===== config.mk =====
export PLATFORM = sky130hd
export DESIGN_NAME = ads8864_ctrl
export DESIGN_NICKNAME = d
export VERILOG_FILES = /design/src/rtl/ads8864_ctrl.sv
export SDC_FILE = /design/constraint.sdc
export NUM_CORES = 1
export LEC_CHECK = 0
export ABC_AREA = 1
export BUFFER_PORTS_ARGS = -buffer_cell sky130_fd_sc_hd__buf_2
export CAP_MARGIN = 25
export CORE_UTILIZATION = 60
export DETAILED_ROUTE_END_ITERATION = 8
export HOLD_SLACK_MARGIN = 0.06
export PLACE_DENSITY = 0.82
export SLEW_MARGIN = 10
export SYNTH_ARGS = -nofsm -noshare
export SYNTH_HDL_FRONTEND = slang
export SYNTH_SLANG_ARGS = --single-unit

===== constraint.sdc =====
create_clock -name sysclk -period 2.36 [get_ports sysclk]
set_input_delay 0.118 -clock sysclk [delete_from_list [all_inputs] [get_ports sysclk]]
set_output_delay 0.118 -clock sysclk [all_outputs]
set_load 0.01 [all_outputs]

===== src/rtl/ads8864_ctrl.sv =====
`default_nettype none
// ads8864_ctrl: ADS8864 3-wire busy-indicator master (CNVST, EOC wait, SCLK read-out, 16-bit sample).
// Optional macro ADS8864_AUTO_TRIG_EN adds a periodic internal start. Rev 1.0
module ads8864_ctrl #(
`ifdef ADS8864_AUTO_TRIG_EN
  parameter logic [15:0] SAMPLE_PERIOD  = 16'd1000,
`endif
  parameter logic [7:0]  CNV_CYCLES     = 8'd4,
  parameter logic [15:0] TIMEOUT_CYCLES = 16'd400,
  parameter logic [7:0]  SCLK_DIV       = 8'd2,
  parameter logic [4:0]  NUM_SCLK       = 5'd17
) (
  input  logic        sysclk,
  input  logic        reset_n,
  input  logic        start,
  output logic        adc_cnvst,
  output logic        adc_sclk,
  input  logic        adc_sdout,
  output logic [15:0] data_out,
  output logic        data_valid,
  output logic        busy,
  output logic        timeout_err
);

  typedef enum logic [2:0] {
    IDLE     = 3'd0,
    CNV      = 3'd1,
    WAIT_EOC = 3'd2,
    READ     = 3'd3,
    DONE     = 3'd4
  } state_t;

  state_t      state;
  logic        sdo_m, sdo_s;
  logic [15:0] cnt;
  logic [7:0]  div_cnt;
  logic [4:0]  bit_cnt;
  logic [15:0] shift;
  logic        go;

  always_ff @(posedge sysclk or negedge reset_n) begin
    if (!reset_n) begin
      sdo_m <= 1'b1;
      sdo_s <= 1'b1;
    end else begin
      sdo_m <= adc_sdout;
      sdo_s <= sdo_m;
    end
  end

`ifdef ADS8864_AUTO_TRIG_EN
  logic [15:0] trig_cnt;
  logic        trig_tick;

  assign trig_tick = (trig_cnt == SAMPLE_PERIOD - 16'd1);

  always_ff @(posedge sysclk or negedge reset_n) begin
    if (!reset_n)       trig_cnt <= '0;
    else if (trig_tick) trig_cnt <= '0;
    else                trig_cnt <= trig_cnt + 16'd1;
  end

  // A tick arriving outside IDLE is simply not looked at by the FSM.
  assign go = start | trig_tick;
`else
  assign go = start;
`endif

  always_ff @(posedge sysclk or negedge reset_n) begin
    if (!reset_n) begin
      state       <= IDLE;
      cnt         <= '0;
      div_cnt     <= '0;
      bit_cnt     <= '0;
      shift       <= '0;
      adc_cnvst   <= 1'b0;
      adc_sclk    <= 1'b0;
      data_out    <= '0;
      data_valid  <= 1'b0;
      busy        <= 1'b0;
      timeout_err <= 1'b0;
    end else begin
      data_valid  <= 1'b0;
      timeout_err <= 1'b0;
      case (state)
        IDLE: begin
          cnt      <= '0;
          bit_cnt  <= '0;
          adc_sclk <= 1'b0;
          if (go) begin
            adc_cnvst <= 1'b1;
            busy      <= 1'b1;
            state     <= CNV;
          end
        end
        CNV: begin
          if (cnt == {8'd0, CNV_CYCLES} - 16'd1) begin
            adc_cnvst <= 1'b0;
            cnt       <= '0;
            state     <= WAIT_EOC;
          end else begin
            cnt <= cnt + 16'd1;
          end
        end
        WAIT_EOC: begin
          if (!sdo_s) begin
            div_cnt <= '0;
            state   <= READ;
          end else if (cnt == TIMEOUT_CYCLES - 16'd1) begin
            timeout_err <= 1'b1;
            busy        <= 1'b0;
            state       <= IDLE;
          end else begin
            cnt <= cnt + 16'd1;
          end
        end
        READ: begin
          if (div_cnt == SCLK_DIV - 8'd1) begin
            div_cnt <= '0;
            if (!adc_sclk) begin
              // Sample on the rising SCLK drive; the busy-indicator bit falls off the top.
              adc_sclk <= 1'b1;
              shift    <= {shift[14:0], sdo_s};
              if (bit_cnt != NUM_SCLK) bit_cnt <= bit_cnt + 5'd1;
            end else begin
              adc_sclk <= 1'b0;
              if (bit_cnt == NUM_SCLK) state <= DONE;
            end
          end else begin
            div_cnt <= div_cnt + 8'd1;
          end
        end
        DONE: begin
          data_out   <= shift;
          data_valid <= 1'b1;
          busy       <= 1'b0;
          state      <= IDLE;
        end
        default: state <= IDLE;
      endcase
    end
  end

endmodule
`default_nettype wire


**After elaboration in Yosys (flattened, before gate mapping)**

Index checks and enable logic that the tools add are counted.

- $add $sub $neg: 3
- Eq/ne operators: 21
- Mux-type cells: 32
- Bitwise operators: 1
- Reduce and logical (&&, ||, !) cells: 14

Operator list:

| cell | count |
|---|---|
| $mux W16 | 3 |
| $pmux W16 S3 | 1 |
| $ne A2 B2 Y1 const B | 11 |
| $mux W3 | 7 |
| $add A16 B1 Y16 const B | 1 |
| $eq A16 B2 Y1 const B | 1 |
| $eq A16 B9 Y1 const B | 1 |
| $mux W8 | 2 |
| $pmux W8 S2 | 1 |
| $mux W5 | 3 |
| $pmux W3 S4 | 1 |
| $mux W1 | 10 |
| $pmux W5 S2 | 1 |
| $reduce_and A3 Y1 | 3 |
| $add A8 B1 Y8 const B | 1 |
| $eq A8 B1 Y1 const B | 1 |
| $reduce_and A4 Y1 | 2 |
| $eq A3 B2 Y1 const B | 2 |
| $reduce_and A6 Y1 | 1 |
| $reduce_bool A2 Y1 | 3 |
| $reduce_bool A3 Y1 | 2 |
| $add A5 B1 Y5 const B | 1 |
| $eq A5 B5 Y1 const B | 1 |
| $ne A5 B5 Y1 const B | 1 |
| other kinds (8) | 10 |

- Register bits after elaboration: 71
- Input bits: 4
- Output and inout port bits: 21
- Logic and storage cells: 84

**Longest topological paths before layout**

Gate-level depths: netlist of the first run.

- Depth after elaboration: 5
- Mapped depth: 11
- Depth with buffers taken out: 11

**Least setup slack after synthesis of the first run**

Ideal clock, no wire load.

- Path type: register to register
- Start: register cnt[1]
- End: register cnt[1]
- Library setup time: 117 ps
- Data arrival time: 1392 ps
- Required time: 2243 ps
- Path slack: 851 ps
- Cell stages (with the launch flop): 10
- Path buffers: 1
- Period minus slack after synthesis: 1509 ps
- Path through: dfrtp_1 > ha_1 > nand3_2 > nor2_1 > nand3_1 > nand2_1 > inv_1 > buf_2 > nand3_1 > nand2_1

- Cells in the longest elaborated chain, start to end: 4
- Elaborated cells between the ends (all ways): 9
- Those cells by class: add/sub: 1; eq/ne: 3; mux: 4; reduce/logical: 1

RTL lines:

| what | RTL line | source |
|---|---|---|
| start, declared | 35 | `logic [15:0] cnt;` |
| start signal, assigned | 102 | `cnt <= cnt + 16'd1;` |
| start signal, assigned | 114 | `cnt <= cnt + 16'd1;` |
| $add A16 B1 Y16 | 102, 114 |  |
| $mux W16 | 109 | `end else if (cnt == TIMEOUT_CYCLES - 16'd1) begin` |
| $mux W16 | 106 | `if (!sdo_s) begin` |
| $pmux W16 S3 | 85 | `case (state)` |

Parallel ways exist; a longest one is shown, timed or not. The select of a mux whose other input is x is not followed.
A chain may end at the register's enable or synchronous reset.

**Worst setup path in the final report of the first run**

- Start: register cnt[1]
- End: register cnt[5]

The elaborated chain is that of the path after synthesis.

==> qor.csv, run 1 <==
stage,metric,value,unit
status,status,completed,
critical_path,crit_chain,ha_1 > nand3_2 > nor2_1 > nand3_1 > nand2_1 > inv_1 > nand2_1 > o21ai_1,
grt,grt_pass1_wl,12.57,mm
placed_design,dpl.hpwl,5.090,mm
timing,fmax,564.8,MHz
critical_path,crit_fanout,13,
cells_and_area,drive_above_1_share,0.1151,
die,die_w,78.48,µm
clock_tree,cts_buffer_depth,2,
timing,drv_slew,0,
cells_and_area,final_area,3951,µm²
timing,maxSlewHeadroom,0.4676,
clock_tree,clk_pin_slew_worst_paths,70,ps
cells_and_area,diodes,0,
timing,setup_tns,0,ps
yosys,netlist_top_cells_area,"dfrtp_1 (49%), nand2_1 (14%), o21ai_0 (6.6%)",
critical_path,timing.rr.end,cnt[5]$_DFFE_PN0P_,
flow_run,drv_cap,0,
critical_path,r2r_start,cnt[1]$_DFFE_PN0P_,
grt,grt_usage,0.2682,
clock_tree,clock_sinks,71,
grt,grt_max_degree,33,
route,drc,0,
clock_tree,insertion_delay,350,ps
timing,rsz0062_at_grt,false,
cells_and_area,nNetsFinal,482,
critical_path,critPathMostFrequentCell,nand2_1,
yosys,yosysWarnings,0,
clock_tree,cts-root-buf,clkbuf_8,
yosys,yosysTopAreaCellShare,0.4920,
route,drt_iter0_markers,204,
critical_path,worst_setup_path_start_kind,flop,
cells_and_area,synthToLayoutAreaGrowth,12.58,%
grt,grt.overflow.total,0,
die,pin_count,25,
yosys,synth.most_common_cell,nand2_1,
power_and_ir_drop,power_density,967.0,nW/µm²
placed_design,placed_cell_area,3701,µm²
yosys,yosys.area.top_type,dfrtp_1,
yosys,seq_area_frac_synth,0.5070,
timing,fin_crit_sh,0.7502,
yosys,synth-async-reset-ratio,1.000,
timing,finClkSkew,9.989,ps
placed_design,globalplace.congestion,0.8659,
cells_and_area,ff_latch_area,1779,µm²
die,dieArea,6159,µm²
route,drt_wl_total,7.234,mm
min_path,worstHoldPathType,in -> reg,
die,initial_core_util,0.6296,
clock_tree,cts_max_level,3,
critical_path,crit_buf_inv,1,
min_path,holdPathEnd,busy$_DFFE_PN0P_,
yosys,syn-cell-area,3510,µm²
timing,final.setup.worst_slack,589.4,ps
critical_path,critical_path_class,reg -> reg,
die,core-area,5574,µm²
yosys,synth_cells,442,
die,die_h,78.48,µm
clock_tree,cts_made_buffers,9,
yosys,ys_seq_elements,71,
grt,grt_pass1_vias,2858,
critical_path,cp_top_family,simple AND/OR/NAND/NOR gates,
die,rows,27,
cells_and_area,nFillCells,415,
clock_tree,ctsResizeCount,0,
yosys,synth_ff_type,dfrtp_1,
yosys,synth_edf_count,0,
timing,fin_crit,1771,ps
critical_path,critPathCaptureType,flop,
placed_design,port_buffers,24,
yosys,synth_cell_types,30,
yosys,synthTopCellsByCount,"nand2_1 (131), dfrtp_1 (69), inv_1 (50)",
yosys,syn_nets,451,
route,via_per_inst,5.409,
critical_path,rrSetupSlack,590,ps
route,vias,2975,
min_path,hold_depth,4,
critical_path,ff2ff_path_depth,8,
timing,worst_pin_slew,797.7,ps
power_and_ir_drop,peakVddDrop,0.7444,mV
power_and_ir_drop,p_leak,1.915,nW
route,ant_nets,0,
clock_tree,cts_tree,yes,
critical_path,crit_arrival,1990,ps
timing,setup_viol,0,
route,dr.pass1.iters,5,
yosys,syn_area_per_cell,7.940,µm²
critical_path,crit_required,2580,ps
critical_path,critPathSlowestCell,dfrtp_1,
clock_tree,postCtsSetupBuffers,0,
min_path,min_from,start,
route,wire_per_inst,13.15,µm
placed_design,pre_cts_slack,645.9,ps
timing,hold_viol_final,0,
grt,antenna_found_initial,0,
critical_path,cpPeakStageDelay,400,ps
cells_and_area,multiInputGateArea,1475,µm²
## layout by cell type, fill, tap and decap left out
master / instances
a21oi_1: 11
buf_2: 24
buf_4: 5
bufinv_16: 2
clkbuf_8: 10
clkinv_1: 1
clkinv_4: 1
clkinvlp_4: 2
dfrtp_1: 69
dfstp_2: 2
dlygate4sd3_1: 2
ha_1: 5
inv_1: 50
inv_2: 2
inv_6: 1
nand2_1: 131
nand2_2: 2
nand3_1: 22
nand3_2: 1
nand3b_1: 1
nand4_1: 6
nor2_1: 44
nor3_1: 1
nor3_2: 1
nor3_4: 1
nor4_1: 1
o211ai_1: 5
o21ai_0: 46
o21ai_1: 4
o21bai_1: 3
o22ai_1: 6
or2_2: 1
xnor2_1: 1
xor2_1: 14
## routing by layer
metal | wire length, µm | global-route usage
met1 | 3356 | 0.3323
met2 | 3261 | 0.4386
met4 | 199 | 0.1315
met5 | 0 | 0
met3 | 416 | 0.06628
## cell families (layout without fill, tap and decap cells)
kind of cell             after synthesis  count (layout)  share of synthesized area
AO/OA/AOI/OAI                         75              75                     0.1148
AND/OR/NAND/NOR                      212             212                     0.2503
buffers and inverters                 64             100                    0.07273
adder cells (fa/ha/maj)                5               5                    0.01783
XOR/XNOR                              15              15                    0.03743
flip-flops                            71              71                     0.5070
## where the power goes
group | internal [mW] | total [mW] | switching (mW) | leakage [nW]
Sequential | 1.39 | 1.54 | 0.149 | 0.963
Clock | 0.629 | 1.09 | 0.464 | 0.109
Combinational | 0.341 | 1.19 | 0.846 | 0.843
## stage by stage
step | util | hold WS [ps] | cells | power (mW)
2_1_floorplan | - | -177.6 | 442 | 2.434
3_3_place_gp | 0.6640 | 178.3 | 532 | 2.680
3_5_place_dp | 0.6640 | 183.4 | 532 | 2.731
4_1_cts | 0.7089 | 160.3 | 550 | 3.830
5_1_grt | 0.7089 | 186.1 | 550 | 4.094
6_report | 0.7089 | 162.2 | 550 | 3.821
## worst min-delay path, stage by stage
cell,delay [ps]
buf_2,110
inv_1,40
nor2_1,50
o21bai_1,150
## timing repair
| item | CTS | global route |
|---|---|---|
| endpoints found under the setup margin | 0 | 0 |
| hold buffers | 2 | 0 |
| hold endpoints to repair | 27 | 0 |
## flip-flops by register name, indices dropped and copies added (netlist names)
name	flops
data_out	16
bit_cnt	5
sdo_s	1
adc_cnvst	1
cnt	16
div_cnt	8
busy	1
timeout_err	1
adc_sclk	1
state	3
shift	16
sdo_m	1
data_valid	1
## cell type report
| class | count | share of cell area |
|---|---|---|
| sequential | 71 | 0.4503 |
| clock inverter | 6 | 0.02343 |
| clock buffer | 10 | 0.03483 |
| timing repair buffer | 31 | 0.04497 |
| inverter | 53 | 0.05035 |
| tap | 72 | 0.02280 |
| multi-input combinational | 307 | 0.3733 |
## how the worst max path moves through the flow
stage	from	to	slack, ps	cells after the start
2_1_floorplan	cnt[1]$_DFFE_PN0P_	cnt[1]$_DFFE_PN0P_	850	9
3_3_place_gp	div_cnt[1]$_DFFE_PN0P_	state[2]$_DFFE_PN0P_	680	8
3_5_place_dp	cnt[1]$_DFFE_PN0P_	cnt[5]$_DFFE_PN0P_	650	8
4_1_cts	cnt[1]$_DFFE_PN0P_	cnt[5]$_DFFE_PN0P_	620	8
5_1_grt	div_cnt[1]$_DFFE_PN0P_	state[2]$_DFFE_PN0P_	420	8
6_report	cnt[1]$_DFFE_PN0P_	cnt[5]$_DFFE_PN0P_	590	8
Power figures use the tool's default switching activity.
==> run 2, diff against run 1 <==
Settings changed: CORE_UTILIZATION 60 to 54, PLACE_DENSITY 0.82 to 0.78.
Clock period 2.36 ns to 1.52 ns, I/O delays scaled along.
==> run 2 against run 1 <==
Against the previous run:
- the run now ends with setup timing left
- routed wire length rose by 27%
- sequential share of layout area decreased by 7.0 points
- clock power increased by 59%
- flip-flop and latch count stayed put
- final cell count up 9.6%
- register-to-register slack got worse by 650 ps
- global-route usage down 2.4 points
- critical path depth is 2 lower
- worst hold slack lost 37 ps
- utilization increased by 3.5 points
- largest cell class unchanged
==> qor.csv, run 2 (synthesized netlist as in run 1, its figures left out) <==
stage,metric,value,unit,change
status,status,"complete, but fails checks",,
status,violations,setup timing,,
grt,antenna_found_initial,0,,unchanged
clock_tree,cts_tree,yes,,
placed_design,port_buffers,24,,unchanged
route,drt_iter0_markers,238,,+17%
die,die_h,82.62,µm,+5.3%
placed_design,pre_cts_slack,-69.99,ps,-715.9 ps
timing,final.setup.worst_slack,-63.20,ps,-652.7 ps
route,vias,3328,,+12%
timing,fmax,631.6,MHz,+12%
route,dr.pass1.iters,5,,unchanged
timing,rsz0062_at_grt,true,,
route,drt_wl_total,9.214,mm,+27%
cells_and_area,diodes,0,,unchanged
route,via_per_inst,5.519,,+2.0%
flow_run,drv_cap,0,,unchanged
cells_and_area,fin_util,0.7442,,+0.03529
critical_path,critPathSlowestCell,dfrtp_1,,
clock_tree,insertion_delay,360,ps,about the same
timing,drv_slew,0,,unchanged
critical_path,worst_setup_path_start_kind,flop,,
critical_path,crit_required,1770,ps,-810 ps
route,wire_per_inst,15.28,µm,+16%
grt,grt_max_degree,72,,+120%
timing,hold_viol_final,0,,unchanged
cells_and_area,stdcell_count,603,,+9.6%
cells_and_area,synthToLayoutAreaGrowth,33.87,%,
timing,maxSlewHeadroom,0.7438,,+0.2762
clock_tree,clock_sinks,71,,unchanged
grt,grt.overflow.total,0,,unchanged
grt,use_met3,0.04396,,-0.02232
cells_and_area,final_cell_mix,"nand2_1 (105), dfrtp_1 (63), inv_1 (48), buf_4 (45), nor2_1 (31)",,
route,ant_nets,0,,unchanged
critical_path,cp_top_family,simple AND/OR/NAND/NOR gates,,
min_path,worstHoldPathType,in -> reg,,
cells_and_area,drive_above_1_share,0.3270,,+0.2119
clock_tree,cts-root-buf,clkbuf_8,,
grt,grtUsageMet2,0.3959,,-0.04273
clock_tree,cts_buffer_depth,2,,unchanged
cells_and_area,reg_top3,"cnt (16), data_out (16), shift (16)",,
critical_path,crit_chain,inv_2 > nor3_4 > nand3_4 > clkbuf_16 > nand2_2 > o21ai_2,,
critical_path,crit_buf_inv,2,,+1
clock_tree,clk_pin_slew_worst_paths,80,ps,about the same
die,dieArea,6826,µm²,+11%
timing,setup_viol,35,,+35
clock_tree,cts_made_buffers,9,,unchanged
clock_tree,cts_max_level,3,,unchanged
die,initial_core_util,0.5559,,-0.07374
timing,fin_crit,1583,ps,-187.3 ps
cells_and_area,nFillCells,422,,+1.7%
timing,fin_crit_sh,1.042,,+0.2913
die,pin_count,25,,unchanged
critical_path,crit_arrival,1830,ps,-160 ps
power_and_ir_drop,power,7.222,mW,+89%
cells_and_area,final_area,4698,µm²,+19%
placed_design,dpl.hpwl,5.037,mm,-1.1%
grt,grtUsageMet1,0.3130,,-0.01927
grt,grt_pass1_wl,12.29,mm,-2.3%
power_and_ir_drop,p_leak,2.232,nW,+17%
route,drc,0,,unchanged
die,die_w,82.62,µm,+5.3%
critical_path,crit_fanout,8,,-5
critical_path,critical_path_class,reg -> reg,,
placed_design,globalplace.congestion,0.8939,,+3.2%
grt,busiest_layer,met2,,
die,core-area,6314,µm²,+13%
placed_design,placed_cell_area,3933,µm²,+6.3%
grt,grt_usage,0.2441,,-0.02411
timing,worst_pin_slew,383.0,ps,-414.7 ps
die,rows,29,,+7.4%
cells_and_area,nNetsFinal,530,,+10%
cells_and_area,mostFrequentLayoutCell,nand2_1,,
timing,setup_tns,-1193,ps,-1193 ps
placed_design,placed_cells,562,,+5.6%
critical_path,cpPeakStageDelay,420,ps,+20 ps
grt,grt_pass1_vias,2852,,-0.21%
timing,finClkSkew,14.28,ps,+4.295 ps
timing,holdWs,125.0,ps,-37.20 ps
power_and_ir_drop,power_density,1537,nW/µm²,+59%
power_and_ir_drop,peakVddDrop,1.220,mV,+64%
critical_path,critPathCaptureType,flop,,
run 2: cell types whose count changed in the layout (fill, tap and decap cells not counted), moves of 4 or more:
| cell | delta |
|---|---|
| nor2_4 | +4 |
| o21ai_0 | -23 |
| dfrtp_1 | -6 |
| o21ai_1 | +10 |
| buf_4 | +40 |
| nand2_2 | +15 |
| dfrtp_2 | +6 |
| nor2_2 | +9 |
| nand3_1 | -5 |
| nor2_1 | -13 |
| nand2_4 | +11 |
| nand2_1 | -26 |
| o21ai_2 | +13 |
run 2: worst reg2reg max path, stage by stage, from the launching register on:
cell       delay, ps
dfrtp_1          420
inv_2            100
nor3_4           380
nand3_4          220
clkbuf_16        240
nand2_2           60
o21ai_2           50
run 2: timing repair:
item,in CTS,in global routing
hold buffers,2,0
setup endpoints to repair,15,43
hold endpoints to repair,72,0
resized for setup,11,103
cloned,1,3
pin swaps,5,21
buffers inserted,10,9
run 2: worst paths after layout:
path	start	to	slack, ps	cells past startpoint
max in group asynchronous	reset_n	sdo_m$_DFF_PN1_	900	3
worst min-delay path	start	busy$_DFFE_PN0P_	130	4
worst min register to register	sdo_m$_DFF_PN1_	sdo_s$_DFF_PN1_	360	0
worst max register to register	state[0]$_DFFE_PN0P_	shift[2]$_DFFE_PN0P_	-60	6
min in group asynchronous	reset_n	shift[2]$_DFFE_PN0P_	270	3
worst max-delay path	state[0]$_DFFE_PN0P_	shift[2]$_DFFE_PN0P_	-60	6
run 2: final cells by class:
cell class	count	area, µm²	share of cell area
flip-flops and latches	71	1787	0.3803
multi-input cells	307	1765	0.3758
repair buffers	78	610.6	0.1300
inverters	53	205.2	0.04368
clock buffers	9	123.9	0.02636
clock inverters	7	102.6	0.02184
well taps	77	96.34	0.02051
repair inverters	1	7.507	0.001598
run 2: power breakdown:
| part | total, mW | internal, mW | switching [mW] | leakage, nW |
|---|---|---|---|---|
| sequential | 2.44 | 2.17 | 0.275 | 0.953 |
| combinational | 3.05 | 1.15 | 1.90 | 1.17 |
| clock | 1.73 | 0.940 | 0.789 | 0.110 |
run 2: routing by layer:
metal,vias to the layer above,part of all wire,routed length [µm]
li1,1568,-,-
met1,1603,0.43,3951
met2,140,0.49,4559
met3,17,0.058,533
met4,0,0.018,170
met5,-,0,0
==> run 3, diff against run 2 <==
Settings changed: CELL_PAD_IN_SITES_DETAIL_PLACEMENT from default to 1, CELL_PAD_IN_SITES_GLOBAL_PLACEMENT from default to 1, CORE_UTILIZATION 54 to 40.
==> run 3 against run 2 <==
Against the previous run:
- the run still ends with setup timing left
- sequential power is 2% lower
- sequential share of layout area is 0.44 points higher
- largest power group unchanged
- setup slack worse by 35 ps
- worst hold slack worse by 14 ps
- non-clock buffer count is 3 higher
- utilization is 19 points lower
- first-iteration DRC count is 34% lower
==> qor.csv, run 3 (synthesized netlist as in run 1, its figures left out) <==
stage,metric,value,unit,change
status,status,"complete, but fails checks",,
status,violations,setup timing,,
route,ant_nets,0,,unchanged
critical_path,critPathCaptureType,flop,,
placed_design,placed_cell_area,4028,µm²,+2.4%
critical_path,crit_start,cnt[10]$_DFFE_PN0P_,,
power_and_ir_drop,power_density,1503,nW/µm²,-2.2%
critical_path,crit_chain,nor2_2 > nand2_2 > nor2_4 > nand3_2 > nand2_4 > clkinvlp_4 > nand2_1 > o21ai_1,,
placed_design,port_buffers,24,,unchanged
timing,fin_crit_sh,1.065,,+0.02305
grt,antenna_found_initial,0,,unchanged
die,pin_count,25,,unchanged
route,drt_wl_total,11.07,mm,+20%
placed_design,globalplace.congestion,0.8483,,-5.1%
timing,finClkSkew,13.24,ps,-1.047 ps
die,die_w,95.67,µm,+16%
timing,fmax,618.0,MHz,-2.2%
flow_run,drv_cap,0,,unchanged
timing,setup_tns,-932.3,ps,+260.4 ps
min_path,worstHoldPathType,in -> reg,,
route,wire_per_inst,17.45,µm,+14%
timing,maxSlewHeadroom,0.7393,,-0.004552
timing,final.setup.worst_slack,-98.24,ps,-35.04 ps
critical_path,crit_arrival,1870,ps,+40 ps
clock_tree,cts_buffer_depth,2,,unchanged
die,initial_core_util,0.4208,,-0.1351
grt,grt_pass1_vias,3347,,+17%
clock_tree,insertion_delay,370,ps,about the same
cells_and_area,final_cell_mix,"nand2_1 (118), dfrtp_1 (66), buf_4 (46), inv_1 (44), o21ai_0 (36)",,
critical_path,crit_buf_inv,1,,-1
grt,grt.overflow.total,0,,unchanged
power_and_ir_drop,p_leak,2.198,nW,-1.5%
critical_path,cpPeakStageDelay,420,ps,about the same
critical_path,ff2ff_path_depth,8,,+2
timing,setup_viol,20,,-43%
cells_and_area,mostFrequentLayoutCell,nand2_1,,
critical_path,critical_path_class,reg -> reg,,
timing,drv_slew,0,,unchanged
grt,grt_usage,0.2356,,-0.008489
route,drc,0,,unchanged
cells_and_area,synthToLayoutAreaGrowth,32.05,%,
critical_path,r2r_start,cnt[10]$_DFFE_PN0P_,,
grt,grt_pass1_wl,16.17,mm,+32%
timing,fin_crit,1618,ps,+35.04 ps
die,core-area,8341,µm²,+32%
critical_path,critPathSlowestCell,dfrtp_1,,
timing,worst_pin_slew,391.1,ps,+8.072 ps
die,die_h,95.67,µm,+16%
clock_tree,clock_sinks,71,,unchanged
critical_path,cp_top_family,simple AND/OR/NAND/NOR gates,,
die,dieArea,9153,µm²,+34%
route,vias,3309,,-0.57%
timing,rsz0062_at_grt,true,,
die,rows,33,,+14%
grt,grt_max_degree,72,,unchanged
critical_path,crit_fanout,7,,-1
cells_and_area,reg_top3,"cnt (16), data_out (16), shift (16)",,
cells_and_area,nNetsFinal,533,,+0.57%
timing,hold_viol_final,0,,unchanged
min_path,holdPathEnd,busy$_DFFE_PN0P_,,
placed_design,dpl.hpwl,6.705,mm,+33%
clock_tree,cts_max_level,3,,unchanged
cells_and_area,final_area,4634,µm²,-1.4%
route,drt_iter0_markers,156,,-34%
critical_path,crit_required,1770,ps,about the same
min_path,hold_depth,4,,unchanged
clock_tree,cts-root-buf,clkbuf_8,,
cells_and_area,nFillCells,997,,+140%
power_and_ir_drop,peakVddDrop,0.8274,mV,-32%
critical_path,rrSetupSlack,-100,ps,-40 ps
critical_path,worst_setup_path_start_kind,flop,,
critical_path,timing.rr.end,cnt[5]$_DFFE_PN0P_,,
route,via_per_inst,5.219,,-5.4%
clock_tree,clk_pin_slew_worst_paths,90,ps,about the same
route,dr.pass1.iters,4,,-1
min_path,min_from,start,,
cells_and_area,diodes,0,,unchanged
cells_and_area,drive_above_1_share,0.3062,,-0.02076
clock_tree,cts_made_buffers,9,,unchanged
clock_tree,cts_tree,yes,,
run 3: cell count changes in the layout (fill, tap and decap cells not counted), sizes merged:
| cell | change |
|---|---|
| buf | +5 |
| bufinv | -2 |
| clkbuf | -2 |
| inv | +2 |
| clkinv | -1 |
| clkinvlp | +1 |
run 3: stage by stage:
stage / setup WS, ps / power (mW) / std cells / utilization / hold WS (ps)
floorplan: 11.05 / 3.779 / 442 / - / -219.6
global placement: -11.45 / 4.560 / 598 / 0.4829 / 136.3
detailed placement: -115.7 / 4.679 / 598 / 0.4829 / 133.3
CTS: -16.00 / 6.391 / 619 / 0.5213 / 103.2
global route: -207.4 / 7.394 / 634 / 0.5557 / 125.5
finish: -98.24 / 6.965 / 634 / 0.5557 / 111.4
run 3: how the worst max path moves through the flow:
stage / endpoint / slack (ps) / cells after the start
5_1_grt: cnt[0]$_DFFE_PN0P_ / -210 / 8
6_report: cnt[5]$_DFFE_PN0P_ / -100 / 8
2_1_floorplan: cnt[1]$_DFFE_PN0P_ / 10 / 9
4_1_cts: bit_cnt[1]$_DFFE_PN0P_ / -20 / 10
3_5_place_dp: cnt[0]$_DFFE_PN0P_ / -120 / 8
3_3_place_gp: cnt[0]$_DFFE_PN0P_ / -10 / 8
run 3: worst reg2reg max path, stage by stage, from the launching register on:
cell	delay (ps)
dfrtp_1	420
nor2_2	190
nand2_2	120
nor2_4	150
nand3_2	120
nand2_4	130
clkinvlp_4	190
nand2_1	110
o21ai_1	70
run 3: routing by layer:
| layer | vias to the layer above | GRT usage | wire length [µm] |
|---|---|---|---|
| li1 | 1577 | - | - |
| met1 | 1635 | 0.2948 | 4917 |
| met2 | 77 | 0.4012 | 5499 |
| met3 | 20 | 0.05263 | 411 |
| met4 | 0 | 0.07836 | 237 |
| met5 | - | 0 | 0 |
run 3: cell type report:
class | count | area (µm²) | area share
Inverter | 53 | 207.7 | 0.04482
Timing Repair Buffer | 81 | 613.1 | 0.1323
Clock inverter | 7 | 63.81 | 0.01377
Clock buffer | 9 | 123.9 | 0.02673
Sequential cell | 71 | 1783 | 0.3847
Multi-Input combinational cell | 307 | 1704 | 0.3677
Tap cell | 105 | 131.4 | 0.02835
Timing Repair inverter | 1 | 7.507 | 0.001620
run 3: repair_timing:
item	in CTS	in global routing
endpoints found under the setup margin	26	52
buffers inserted	2	15
resized for setup	28	62
cloned	1	0
pin swaps	9	21
hold endpoints to repair	72	0
hold buffers	2	0
run 3: power breakdown:
part           leakage [nW]  internal, mW  switching [mW]  total (mW)
clock                0.0903         0.629           0.857        1.49
sequential            0.958          2.16           0.230        2.39
combinational          1.15          1.14            1.94        3.09
total                  2.20          3.94            3.03        6.96
